[src/rtl/reg_mode_unit.sv]
// Multi-mode WIDTH-bit register (hold/load/shift/rotate/clear/increment) with
// serial chaining, a change pulse and a history of prior distinct values.
module reg_mode_unit #(
  parameter int WIDTH = 4,
  parameter int HIST_DEPTH = 4,
  parameter logic [WIDTH-1:0] RST_VAL = '0
) (
  input  logic                                                 clk50m_i,
  input  logic                                                 rst_i,
  input  logic                                                 enable_signal_i,
  input  logic [2:0]                                           mode_i,
  input  logic [WIDTH-1:0]                                     data_i,
  input  logic                                                 serial_i,
  input  logic [((HIST_DEPTH > 1) ? $clog2(HIST_DEPTH) : 1)-1:0] hist_sel_i,
  output logic [WIDTH-1:0]                                     data_o,
  output logic                                                 serial_o,
  output logic                                                 changed_o,
  output logic [WIDTH-1:0]                                     hist_o,
  output logic [$clog2(HIST_DEPTH+1)-1:0]                      hist_cnt_o
);

  localparam int HCW = $clog2(HIST_DEPTH + 1);

  localparam logic [2:0] MODE_HOLD  = 3'd0;
  localparam logic [2:0] MODE_LOAD  = 3'd1;
  localparam logic [2:0] MODE_SHL   = 3'd2;
  localparam logic [2:0] MODE_SHR   = 3'd3;
  localparam logic [2:0] MODE_ROL   = 3'd4;
  localparam logic [2:0] MODE_ROR   = 3'd5;
  localparam logic [2:0] MODE_CLEAR = 3'd6;
  localparam logic [2:0] MODE_INC   = 3'd7;

  logic [WIDTH-1:0] hist_q [HIST_DEPTH];
  logic [WIDTH-1:0] data_nxt;
  logic             ser_nxt;
  logic             do_change;

  // enable_signal_i is a strobe with no back-pressure: every cycle it is high,
  // mode_i is executed on that rising edge; when low nothing moves.
  always_comb begin
    data_nxt = data_o;
    ser_nxt  = serial_o;
    case (mode_i)
      MODE_HOLD:  data_nxt = data_o;
      MODE_LOAD:  data_nxt = data_i;
      MODE_SHL: begin
        data_nxt = {data_o[WIDTH-2:0], serial_i};
        ser_nxt  = data_o[WIDTH-1];
      end
      MODE_SHR: begin
        data_nxt = {serial_i, data_o[WIDTH-1:1]};
        ser_nxt  = data_o[0];
      end
      MODE_ROL: begin
        data_nxt = {data_o[WIDTH-2:0], data_o[WIDTH-1]};
        ser_nxt  = data_o[WIDTH-1];
      end
      MODE_ROR: begin
        data_nxt = {data_o[0], data_o[WIDTH-1:1]};
        ser_nxt  = data_o[0];
      end
      MODE_CLEAR: data_nxt = RST_VAL;
      MODE_INC:   data_nxt = data_o + WIDTH'(1);
      default:    data_nxt = data_o;
    endcase
    do_change = enable_signal_i && (data_nxt != data_o);
  end

  always_ff @(posedge clk50m_i) begin
    if (rst_i) begin
      data_o     <= RST_VAL;
      serial_o   <= 1'b0;
      changed_o  <= 1'b0;
      hist_cnt_o <= '0;
      for (int i = 0; i < HIST_DEPTH; i++) hist_q[i] <= '0;
    end else begin
      changed_o <= do_change;
      if (enable_signal_i) begin
        data_o   <= data_nxt;
        serial_o <= ser_nxt;
      end
      // Only distinct values enter the history; the oldest entry falls off.
      if (do_change) begin
        hist_q[0] <= data_o;
        for (int i = 1; i < HIST_DEPTH; i++) hist_q[i] <= hist_q[i-1];
        if (hist_cnt_o != HCW'(HIST_DEPTH)) hist_cnt_o <= hist_cnt_o + HCW'(1);
      end
    end
  end

  always_comb begin
    hist_o = '0;
    for (int i = 0; i < HIST_DEPTH; i++) begin
      if (int'(hist_sel_i) == i && int'(hist_sel_i) < int'(hist_cnt_o)) hist_o = hist_q[i];
    end
  end

endmodule

[config.mk]
export PLATFORM = sky130hd
export DESIGN_NAME = reg_mode_unit
export DESIGN_NICKNAME = d
export VERILOG_FILES = /design/src/rtl/reg_mode_unit.sv
export SDC_FILE = /design/constraint.sdc
export NUM_CORES = 1
export LEC_CHECK = 0
export ABC_AREA = 1
export CAP_MARGIN = 0
export CORE_MARGIN = 4
export CORE_UTILIZATION = 63
export DETAILED_ROUTE_END_ITERATION = 10
export DONT_BUFFER_PORTS = 1
export GPL_TIMING_DRIVEN = 0
export PLACE_DENSITY = 0.79
export SLEW_MARGIN = 20
export SYNTH_ARGS = -nofsm -noshare
export SYNTH_HDL_FRONTEND = slang
export SYNTH_SLANG_ARGS = --single-unit
[constraint.sdc]
create_clock -name clk50m_i -period 2.9 [get_ports clk50m_i]
set_input_delay 0.725 -clock clk50m_i [delete_from_list [all_inputs] [get_ports clk50m_i]]
set_output_delay 0.725 -clock clk50m_i [all_outputs]
set_load 0.05 [all_outputs]
# ---- Word-level counts from Yosys, hierarchy flattened
# Memories as Yosys holds them, arrays and structs flattened.
# Index checks and enable logic that the tools add are counted.
dict set report classes {
  add_sub_neg 2
  magnitude_cmp 1
  muxes 15
  n_bitwise 4
  n_reduce_logical 12
  eq_ne 12
}
# cell n
set op_table {}
lappend op_table {{4-bit 2-to-1 mux} 8}
lappend op_table {{4-bit case mux with 8 select lines} 1}
lappend op_table {{3-bit == test (second input constant)} 4}
lappend op_table {{3-bit by 2-bit == test with 1-bit output (second input constant)} 2}
lappend op_table {{1-bit logical AND} 5}
lappend op_table {{1-bit 2-to-1 mux} 5}
lappend op_table {{4-bit by 1-bit adder with 4-bit output (second input constant)} 1}
lappend op_table {{2-bit == test (second input constant)} 2}
lappend op_table {{4-bit inequality test} 1}
lappend op_table {{1-bit bitwise OR} 4}
lappend op_table {{2-bit AND reduction} 2}
lappend op_table {{2-bit OR reduction} 2}
lappend op_table {{3-bit by 1-bit adder with 3-bit output (second input constant)} 1}
lappend op_table {{3-bit by 1-bit == test with 1-bit output (second input constant)} 1}
lappend op_table {{3-bit logical NOT} 1}
lappend op_table {{2-bit by 3-bit < comparator with 1-bit output} 1}
lappend op_table {{3-bit inequality test (second input constant)} 1}
lappend op_table {{2-bit by 1-bit == test with 1-bit output (second input constant)} 1}
lappend op_table {{2-bit logical NOT} 1}
lappend op_table {{1-bit case mux with 2 select lines} 1}
lappend op_table {{2-bit nonzero test} 1}
dict set report word_totals {
  reg_bits 9
  wordCells 51
  ramBits 16
  input_bits 13
  memories 1
  out_inout_bits 13
}
# memory words word_bits rd rd_clocked_by_memory_dff write_ports line
set mem_list {}
lappend mem_list {hist_q 4 4 4 0 4 33} ;# logic [WIDTH-1:0] hist_q [HIST_DEPTH];

# ---- Longest topological paths before layout
# Gate-level depths: netlist of run 1.
dict set report depth {
  ltp_word 8
  ltp_mapped 16
  mapped_depth_nobuf 16
}

# ---- Worst setup path before layout of run 1
# OpenSTA, ideal clock, no wires.
dict set report synth_path {
  path_type {register to output}
  from {register hist_cnt_o[1]}
  to {output hist_o[0]}
  t_arrival_ps 2186
  t_required_ps 2175
  path_stages_with_launch 6
  slack_ps -11
  n_path_buf 0
  path_cell_list {dfxtp_1 > inv_1 > ha_1 > o211ai_1 > nand4_1 > o2111ai_1}
}
dict set report synth_between {
  elab_chain_len 6
  elab_cells_between_ends 9
  classes_between {order compare: 1; mux: 4; reduce/logical: 4}
}
# item line
set synth_rtl {}
lappend synth_rtl {{start, declared} 19} ;# output logic [$clog2(HIST_DEPTH+1)-1:0] hist_cnt_o
lappend synth_rtl {{start signal, assigned} 86} ;# if (hist_cnt_o != HCW'(HIST_DEPTH)) hist_cnt_o <= hist_cnt_o + HCW'(1);
lappend synth_rtl {{2-bit by 3-bit < comparator with 1-bit output *} 94} ;# if (int'(hist_sel_i) == i && int'(hist_sel_i) < int'(hist_cnt_o)) hist_o = hist_q[i];
lappend synth_rtl {{1-bit logical AND} 94}
lappend synth_rtl {{4-bit 2-to-1 mux (3 in series)} 94}
lappend synth_rtl {{4-bit 2-to-1 mux *} 94}
lappend synth_rtl {{end, declared} 18} ;# output logic [WIDTH-1:0] hist_o,
# Every way passes the cells marked *; elsewhere a longest branch is shown, timed or not.

# ---- Final worst setup path of run 1
dict set report layout_path {
  from {register hist_cnt_o[1]}
  to {output hist_o[3]}
}
# The elaborated chain is that of the path after synthesis.

==> results of run 1 <==
-- Yosys cell counts (5+ instances only) --
cell type,instances
nand2_1,48
inv_1,30
nor2_1,20
edfxtp_1,16
nand4_1,13
nand3_1,12
nor2_4,11
dfxtp_1,9
o21ai_0,7
inv_2,6
a21oi_1,5
-- cell type report --
class	count	area share, %
Multi-Input combinational cell	149	50.6
Sequential cell	25	34.2
Inverter	39	7.74
Buffer	9	3.77
Tap cell	30	1.92
Clock buffer	3	1.15
Timing Repair Buffer	1	0.384
Clock inverter	1	0.256
-- logic make-up (layout without fill, tap and decap cells) --
family                   Yosys count  count (layout)  share of synthesized area [%]
AND/OR/NAND/NOR                  121             121                           38.7
buffers and inverters             48              53                           12.7
flip-flops                        25              25                           37.2
AO/OA/AOI/OAI                     24              24                           8.60
adder cells (fa/ha/maj)            4               4                           2.82
-- flip-flops by register name (all words and copies together), names as in the netlist --
name,count
serial_o,1
hist_q,16
changed_o,1
data_o,4
hist_cnt_o,3
-- path summary, 6_finish.rpt --
kind,start,to,slack [ns],cells after the start
hold reg to reg,hist_q[2][1]$_SDFFCE_PN0P_,hist_q[3][1]$_SDFFCE_PN0P_,0.61,2
hold / removal,rst_i,serial_o$_SDFFE_PP0P_,0.46,1
setup / recovery,hist_cnt_o[1]$_SDFFE_PP0P_,hist_o[3],0.15,6
setup reg to reg,data_o[1]$_SDFFE_PP0P_,hist_q[2][1]$_SDFFCE_PN0P_,0.29,13
-- routing by layer --
layer	routed length [um]	vias up
met1	1440	653
met4	29	0
met2	1740	42
met3	180	4
met5	0	-
li1	-	745
-- cell usage in the layout (no fill, tap or decap), types with 3 or more instances in the layout --
cell,synthesis,final
dfxtp_2,0,3
nor2_1,20,20
nor2_4,11,11
nand2_1,48,47
nand4_1,13,13
o21ai_0,7,7
ha_1,4,4
inv_1,30,30
clkbuf_4,0,3
edfxtp_1,16,16
a21oi_1,5,5
o21ai_1,3,3
o2111ai_4,0,4
nand3_4,3,3
dfxtp_1,9,5
nand3_1,12,12
inv_2,6,6
nand3_2,4,4
nand2_4,3,3
nand2_2,3,4
-- what timing repair did --
| action | 4_1_cts | 5_1_grt |
|---|---|---|
| gates resized for setup | 13 | 6 |
| hold buffers | 0 | 0 |
| endpoints found under the hold margin | 0 | 0 |
| setup endpoints to repair | 4 | 20 |
| pin swaps | 5 | 0 |
| buffers inserted | 1 | 0 |
-- worst max-delay path: cells and delay by family, from the launching register on --
family                   cells  cell delay (ns)
adder cells (fa/ha/maj)      1             0.28
AO/OA/AOI/OAI                2             0.54
flip-flops                   1             0.47
buffers and inverters        2             0.30
AND/OR/NAND/NOR              1             0.12
-- through the flow --
step           setup TNS [ns]  utilization (%)  hold slack (ns)  area [sq um]
2_1_floorplan         -0.0442                -            0.531          1780
3_3_place_gp           -0.638             70.0            0.547          1810
3_5_place_dp           -0.832             70.0            0.567          1810
4_1_cts                     0             74.7            0.457          1940
5_1_grt                     0             75.5            0.437          1960
6_report                    0             75.5            0.458          1960
-- where the power goes --
| group | switching (uW) | internal (uW) | leakage [uW] |
|---|---|---|---|
| Sequential | 56.8 | 418 | 0.000251 |
| Combinational | 176 | 79.7 | 0.000567 |
| Clock | 102 | 51.6 | 0.0000177 |
| Total | 334 | 549 | 0.000836 |
==> results.tsv, run 1 <==
metric	value	unit
n_antenna_cell	0	
total_power	883	uW
finalNonFillerCells	257	
die_area	0.00373	sq mm
layout_min_cycle_time	2.75	ns
fp.coreArea	0.00259	sq mm
num_rows	18	
synth-edff-count	16	
grt_pass1_vias	1337	
worstPathArrival	2.03	ns
synth_cells	222	
slew_viol_final	0	
rsz0062_at_grt	false	
use_met3	3.77	%
synthDistinctLibCells	33	
dpl.cell_count	252	
ys_ff_latch	25	
synth_seq_area_share	37.2	%
globalRouteTotalUtil	20.6	%
setup_slack	0.147	ns
critical_path_required	2.17	ns
drt_iter0_drc	72	
ios	26	
dieHeight	61.1	um
clock-root-buffer	clkbuf_4	
grt_max_degree	17	
viasPerCell	5.62	
yosys_warnings	0	
endpoint_kind	output port	
slowest_stage	dfxtp_4	
synth_top_area_share	27.1	%
hold_path.class	in -> reg	
first_pass_iters	4	
io_buffers	0	
layout.nets	245	
finalCritPeriodShare	94.9	%
place.gp.congestion	0.895	
worstMarginPinSlew	0.625	ns
critPathMaxStageDelay	0.47	ns
worstSetupStartpointType	flop	
synthFlopType	edfxtp_1	
overflow	0	
routed_wl	3390	um
fmax	363	MHz
criticalPathCategory	reg -> out	
syn_area_per_cell	8.00	sq um
finalSetupViolations	0	
grt_use_met1	23.8	%
p_per_area	451	mW/mm^2
vias	1444	
wl_per_cell	13.2	um
drtAntennaViolNets	0	
synth.area.top_cells	edfxtp_1, dfxtp_1, nand2_1, nor2_4, inv_1	
htreeDepth	1	
path_max_fanout	4	
top_usage_layer	met2	
fillers	200	
antenna_found_initial	0	
crit_chain	inv_1 -> ha_1 -> o211ai_1 -> nand4_1 -> buf_4 -> o2111ai_4	
dpl.hpwl	2610	um
drive_above_1_share	26.4	%
regArea	668	sq um
clk_pin_slew	0.14	ns
start_util	68.6	%
synth-async-reset-ratio	0	%
ir_drop	0.407	mV
grt_pass1_wl	5800	um
post-route-drc-count	0	
cts_sinks	25	
hold_viol	0	
syn_nets	239	
cts_tree	built	
multiInputGateArea	990	sq um
numCtsBuffers	3	
fp.dieW	61.1	um
fin_worst_skew	0.00811	ns
clock_latency	0.31	ns
p_leak	0.000836	uW
relSlewSlack	58.2	%
syn_to_final_growth	10.1	%
pre_cts_ws	-0.213	ns
grt_util_met2	38.4	%
yosysTopAreaCell	edfxtp_1	
clock_path_buffers	2	
drv_cap	0	
syn-cell-area	0.00178	sq mm
outcome	finished, final reports clean	
(Power assumes the default switching activity.)
==> inputs of run 2 (changes only) <==
--- a/config.mk
+++ b/config.mk
@@ -7,12 +7,14 @@
 export LEC_CHECK = 0
 export ABC_AREA = 1
 export CAP_MARGIN = 0
+export CELL_PAD_IN_SITES_DETAIL_PLACEMENT = 1
+export CELL_PAD_IN_SITES_GLOBAL_PLACEMENT = 1
 export CORE_MARGIN = 4
-export CORE_UTILIZATION = 63
+export CORE_UTILIZATION = 46
 export DETAILED_ROUTE_END_ITERATION = 10
 export DONT_BUFFER_PORTS = 1
 export GPL_TIMING_DRIVEN = 0
-export PLACE_DENSITY = 0.79
+export PLACE_DENSITY_LB_ADDON = 0.1
 export SLEW_MARGIN = 20
 export SYNTH_ARGS = -nofsm -noshare
 export SYNTH_HDL_FRONTEND = slang
==> results.tsv, run 2 (synthesized netlist as in run 1, its figures left out) <==
metric	value	unit	change
outcome	finished, final reports clean		unchanged
start_util	48.1	%	was 68.6%
path_max_fanout	4		unchanged
n_antenna_cell	0		unchanged
min_from	rst_i		unchanged
p_per_area	471	mW/mm^2	was 451 mW/mm^2
drive_above_1_share	26.0	%	was 26.4%
finalCritPeriodShare	95.5	%	was 94.9%
critical_path_required	2.17	ns	about the same
cts_tree	built		unchanged
ctsHoldBuffers	0		unchanged
globalRouteTotalUtil	17.1	%	was 20.6%
grt_pass1_wl	6890	um	was 5800 um
placed_area	0.00184	sq mm	was 0.00181 sq mm
routed_wl	4130	um	was 3390 um
syn_to_final_growth	12.8	%	was 10.1%
hold_path.class	in -> reg		unchanged
p_leak	0.000843	uW	was 0.000836 uW
hold_viol	0		unchanged
place.gp.congestion	0.789		was 0.895
largest_reg_flops	16		unchanged
endpoint_kind	output port		unchanged
drtAntennaViolNets	0		unchanged
hold_depth	1		unchanged
layout.nets	245		unchanged
dieHeight	70.1	um	was 61.1 um
slew_viol_final	0		unchanged
grt_pass1_vias	1439		was 1337
largestRegisters	hist_q: 16 flops, data_o: 4 flops, hist_cnt_o: 3 flops		unchanged
relSlewSlack	57.6	%	was 58.2%
fp.dieW	70.1	um	was 61.1 um
slowest_stage	dfxtp_4		unchanged
viasPerCell	5.34		was 5.62
clock_path_buffers	2		unchanged
numCtsBuffers	3		unchanged
finalSetupTns	0	ns	unchanged
drv_cap	0		unchanged
htreeDepth	1		unchanged
pwr-share-comb	28.2	%	was 28.9%
largest-register	hist_q		unchanged
p_sw	346	uW	was 334 uW
stdcell_area	0.00200	sq mm	was 0.00196 sq mm
total_power	943	uW	was 883 uW
regToRegStartpoint	data_o[1]$_SDFFE_PP0P_		unchanged
finalSetupViolations	0		unchanged
clk_pin_slew	0.09	ns	was 0.14 ns
final_cell_mix	nand2_1, inv_1, nor2_1, edfxtp_1, nand4_1		unchanged
num_rows	22		was 18
clock-root-buffer	clkbuf_8		was clkbuf_4
swShare	36.7	%	was 37.8%
first_pass_iters	4		unchanged
mostFrequentLayoutCell	nand2_1		unchanged
clock_latency	0.26	ns	was 0.31 ns
post-route-drc-count	0		unchanged
overflow	0		unchanged
path_buf_inv	1		was 2
layout_min_cycle_time	2.77	ns	was 2.75 ns
vias	1469		was 1444
die_area	0.00492	sq mm	was 0.00373 sq mm
fp.coreArea	0.00369	sq mm	was 0.00259 sq mm
criticalPathCategory	reg -> out		unchanged
drt_iter0_drc	59		was 72
seqPwrFrac	50.5	%	was 53.7%
fillers	443		was 200
io_buffers	0		unchanged
reg2regPathDepth	13		unchanged
critPathMaxStageDelay	0.45	ns	was 0.47 ns
antenna_found_initial	0		unchanged
clock_power_share	21.3	%	was 17.3%
dpl.hpwl	3190	um	was 2610 um
p_int	597	uW	was 549 uW
fin_worst_skew	0.00843	ns	was 0.00811 ns
ios	26		unchanged
regToRegSetupSlack	0.26	ns	was 0.29 ns
whs_endpoint	serial_o$_SDFFE_PP0P_		unchanged
worstSetupStartpointType	flop		unchanged
wl_per_cell	15.0	um	was 13.2 um
fmax	361	MHz	was 363 MHz
reg2reg_to	hist_q[0][1]$_SDFFCE_PN0P_		was hist_q[2][1]$_SDFFCE_PN0P_
cts_sinks	25		unchanged
grt_max_degree	17		unchanged
worstMarginPinSlew	0.635	ns	was 0.625 ns
ir_drop	0.173	mV	was 0.407 mV
worstPathArrival	2.04	ns	was 2.03 ns
final_util	54.3	%	was 75.5%
cp_top_family	simple AND/OR/NAND/NOR gates		was compound AO/OA/AOI/OAI gates
crit_chain	inv_1 -> ha_1 -> o211ai_1 -> nand2_2 -> nor3_4 -> nand2_1 -> o2111ai_4		was inv_1 -> ha_1 -> o211ai_1 -> nand4_1 -> buf_4 -> o2111ai_4
-- run 2: metrics by stage --
step	instances	worst slack (ns)	hold WS, ns
after floorplan	222	-0.0111	0.531
after global placement	270	-0.198	0.548
after detailed placement	270	-0.267	0.574
after CTS	275	0.0197	0.523
after global routing	275	-0.0335	0.513
final	275	0.132	0.530
-- run 2: power groups by stage --
stage	clock network, uW	registers (uW)	logic [uW]
global placement	0	481	229
finish	201	476	266
floorplan	0	475	198
CTS	207	475	260
global route	222	480	296
detailed placement	0	482	241
-- run 2: worst max path at each step --
| stage | start | end | slack, ns | cells after the start |
|---|---|---|---|---|
| 6_report | hist_cnt_o[1]$_SDFFE_PP0P_ | hist_o[0] | 0.13 | 7 |
| 5_1_grt | hist_cnt_o[1]$_SDFFE_PP0P_ | hist_o[1] | -0.03 | 7 |
| 4_1_cts | hist_cnt_o[1]$_SDFFE_PP0P_ | hist_o[2] | 0.02 | 7 |
| 3_5_place_dp | hist_cnt_o[1]$_SDFFE_PP0P_ | hist_o[0] | -0.27 | 5 |
| 3_3_place_gp | hist_cnt_o[1]$_SDFFE_PP0P_ | hist_o[0] | -0.20 | 5 |
| 2_1_floorplan | hist_cnt_o[1]$_SDFFE_PP0P_ | hist_o[0] | -0.01 | 5 |
-- run 2: layer usage --
metal  global-route usage (%)  part of all wire [%]
met5                        0                     0
met4                     3.83                  0.85
met3                     2.88                   2.4
met2                     30.6                    53
met1                     21.3                    44
-- run 2: cell type report --
cell class,count,area (sq um),share of cell area [%]
Sequential cell,25,668,33.4
Timing Repair Buffer,1,7.51,0.375
Clock buffer,4,45.0,2.25
Tap cell,48,60.1,3.00
Multi-Input combinational cell,149,996,49.7
Inverter,39,151,7.56
Buffer,9,73.8,3.69
-- run 2: what timing repair did --
| item | 4_1_cts | 5_1_grt |
|---|---|---|
| buffers inserted | 1 | 0 |
| resized for setup | 14 | 6 |
| pin swaps | 5 | 5 |
| setup endpoints to repair | 14 | 4 |
==> inputs of run 3 (changes only) <==
--- a/config.mk
+++ b/config.mk
@@ -13,8 +13,8 @@
 export CORE_UTILIZATION = 46
 export DETAILED_ROUTE_END_ITERATION = 10
 export DONT_BUFFER_PORTS = 1
-export GPL_TIMING_DRIVEN = 0
 export PLACE_DENSITY_LB_ADDON = 0.1
+export REMOVE_ABC_BUFFERS = 1
 export SLEW_MARGIN = 20
 export SYNTH_ARGS = -nofsm -noshare
 export SYNTH_HDL_FRONTEND = slang
==> results.tsv, run 3 (synthesized netlist as in run 1, its figures left out) <==
metric	value	unit	change
routed_wl	4230	um	was 4130 um
dpl.hpwl	3280	um	was 3190 um
num_rows	22		unchanged
htreeDepth	1		unchanged
final_util	52.1	%	was 54.3%
grt_max_degree	18		was 17
clock-root-buffer	clkbuf_8		unchanged
drt_iter0_drc	103		was 59
numCtsBuffers	3		unchanged
drv_cap	0		unchanged
antenna_found_initial	0		unchanged
path_max_fanout	4		unchanged
p_per_area	485	mW/mm^2	was 471 mW/mm^2
regToRegSetupSlack	0.64	ns	was 0.26 ns
largest-register	hist_q		unchanged
fillers	477		was 443
cts_tree	built		unchanged
ir_drop	0.210	mV	was 0.173 mV
fp.dieW	70.1	um	unchanged
reg2reg_to	hist_q[1][3]$_SDFFCE_PN0P_		was hist_q[0][1]$_SDFFCE_PN0P_
worstSetupStartpointType	flop		unchanged
final_cell_mix	nand2_1, inv_1, nor2_1, edfxtp_1, buf_4		was nand2_1, inv_1, nor2_1, edfxtp_1, nand4_1
globalRouteTotalUtil	18.0	%	was 17.1%
hold_viol	0		unchanged
ctsHoldBuffers	0		unchanged
finalCritPeriodShare	92.5	%	was 95.5%
worstMarginPinSlew	0.509	ns	was 0.635 ns
reg2regPathDepth	12		was 13
overflow	0		unchanged
finalSetupTns	0	ns	unchanged
layout_min_cycle_time	2.68	ns	was 2.77 ns
drive_above_1_share	23.3	%	was 26.0%
slew_viol_final	0		unchanged
slowest_stage	dfxtp_1		was dfxtp_4
clock_path_buffers	2		unchanged
first_pass_iters	4		unchanged
mostFrequentLayoutCell	nand2_1		unchanged
n_antenna_cell	0		unchanged
hold_depth	1		unchanged
die_area	0.00492	sq mm	unchanged
wl_per_cell	15.1	um	was 15.0 um
place.gp.congestion	0.793		was 0.789
hold_path.class	in -> reg		unchanged
whs_endpoint	serial_o$_SDFFE_PP0P_		unchanged
drtAntennaViolNets	0		unchanged
viasPerCell	5.40		was 5.34
finalSetupViolations	0		unchanged
crit_chain	inv_1 -> ha_1 -> o211ai_1 -> nand2_1 -> nor3_1 -> buf_4 -> nand2_1 -> o2111ai_1 -> buf_4		was inv_1 -> ha_1 -> o211ai_1 -> nand2_2 -> nor3_4 -> nand2_1 -> o2111ai_4
clock_latency	0.27	ns	was 0.26 ns
start_util	48.1	%	unchanged
endpoint_kind	output port		unchanged
dieHeight	70.1	um	unchanged
syn_to_final_growth	8.32	%	was 12.8%
critPathMaxStageDelay	0.36	ns	was 0.45 ns
fp.coreArea	0.00369	sq mm	unchanged
grt_pass1_wl	7270	um	was 6890 um
grt_pass1_vias	1591		was 1439
path_buf_inv	3		was 1
cts_sinks	25		unchanged
outcome	finished, final reports clean		unchanged
clk_pin_slew	0.09	ns	about the same
p_leak	0.000841	uW	was 0.000843 uW
vias	1512		was 1469
criticalPathCategory	reg -> out		unchanged
post-route-drc-count	0		unchanged
regToRegStartpoint	data_o[0]$_SDFFE_PP0P_		was data_o[1]$_SDFFE_PP0P_
worstPathArrival	1.96	ns	was 2.04 ns
min_from	rst_i		unchanged
ios	26		unchanged
largestRegisters	hist_q: 16 flops, data_o: 4 flops, hist_cnt_o: 3 flops		unchanged
critical_path_required	2.17	ns	about the same
io_buffers	0		unchanged
relSlewSlack	66.0	%	was 57.6%
post_cts_buffers	0		was 1
largest_reg_flops	16		unchanged
rsz0062_at_grt	false		
layout.nets	250		was 245
fin_worst_skew	0.00383	ns	was 0.00843 ns
post_cts_resized	0		was 14
fmax	373	MHz	was 361 MHz
cp_top_family	buffers and inverters		was simple AND/OR/NAND/NOR gates
-- run 3: final cells by class --
cell class,instances,area (sq um),share of cell area (%)
timing repair buffer,15,113,5.86
sequential,25,661,34.4
clock inverter,1,7.51,0.390
inverter,39,151,7.87
tap,48,60.1,3.12
clock buffer,3,41.3,2.15
multi-input combinational,149,890,46.3
-- run 3: layer usage --
layer	share of wire, %	global-route usage, %
met3	4.1	3.88
met2	53	32.8
met4	0.90	4.47
met5	0	0
met1	42	21.2
-- run 3: worst max-delay path by stage --
stage,startpoint,to,slack [ns],cells past startpoint
after floorplan,hist_cnt_o[1]$_SDFFE_PP0P_,hist_o[0],-0.01,5
final,hist_cnt_o[1]$_SDFFE_PP0P_,hist_o[0],0.22,9
after detailed placement,hist_sel_i[1],hist_o[0],0.24,8
after CTS,hist_cnt_o[1]$_SDFFE_PP0P_,hist_o[0],0.20,9
after global placement,hist_sel_i[1],hist_o[0],0.30,8
after global routing,hist_cnt_o[1]$_SDFFE_PP0P_,hist_o[0],0.03,9
-- run 3: through the flow --
step	instances	setup slack [ns]	power [uW]	hold slack, ns	instance area [sq um]
floorplan	213	-0.0111	652	0.531	1700
global placement	276	0.300	712	0.547	1870
detailed placement	276	0.241	728	0.561	1870
CTS	280	0.204	942	0.502	1920
global route	280	0.0329	986	0.499	1920
finish	280	0.217	932	0.510	1920
-- run 3: report_power, final --
part	internal, uW	total (uW)	leakage, uW	switching, uW
clock	97.5	212	0.0000217	115
combinational	81.8	277	0.000570	195
sequential	416	443	0.000249	27.4
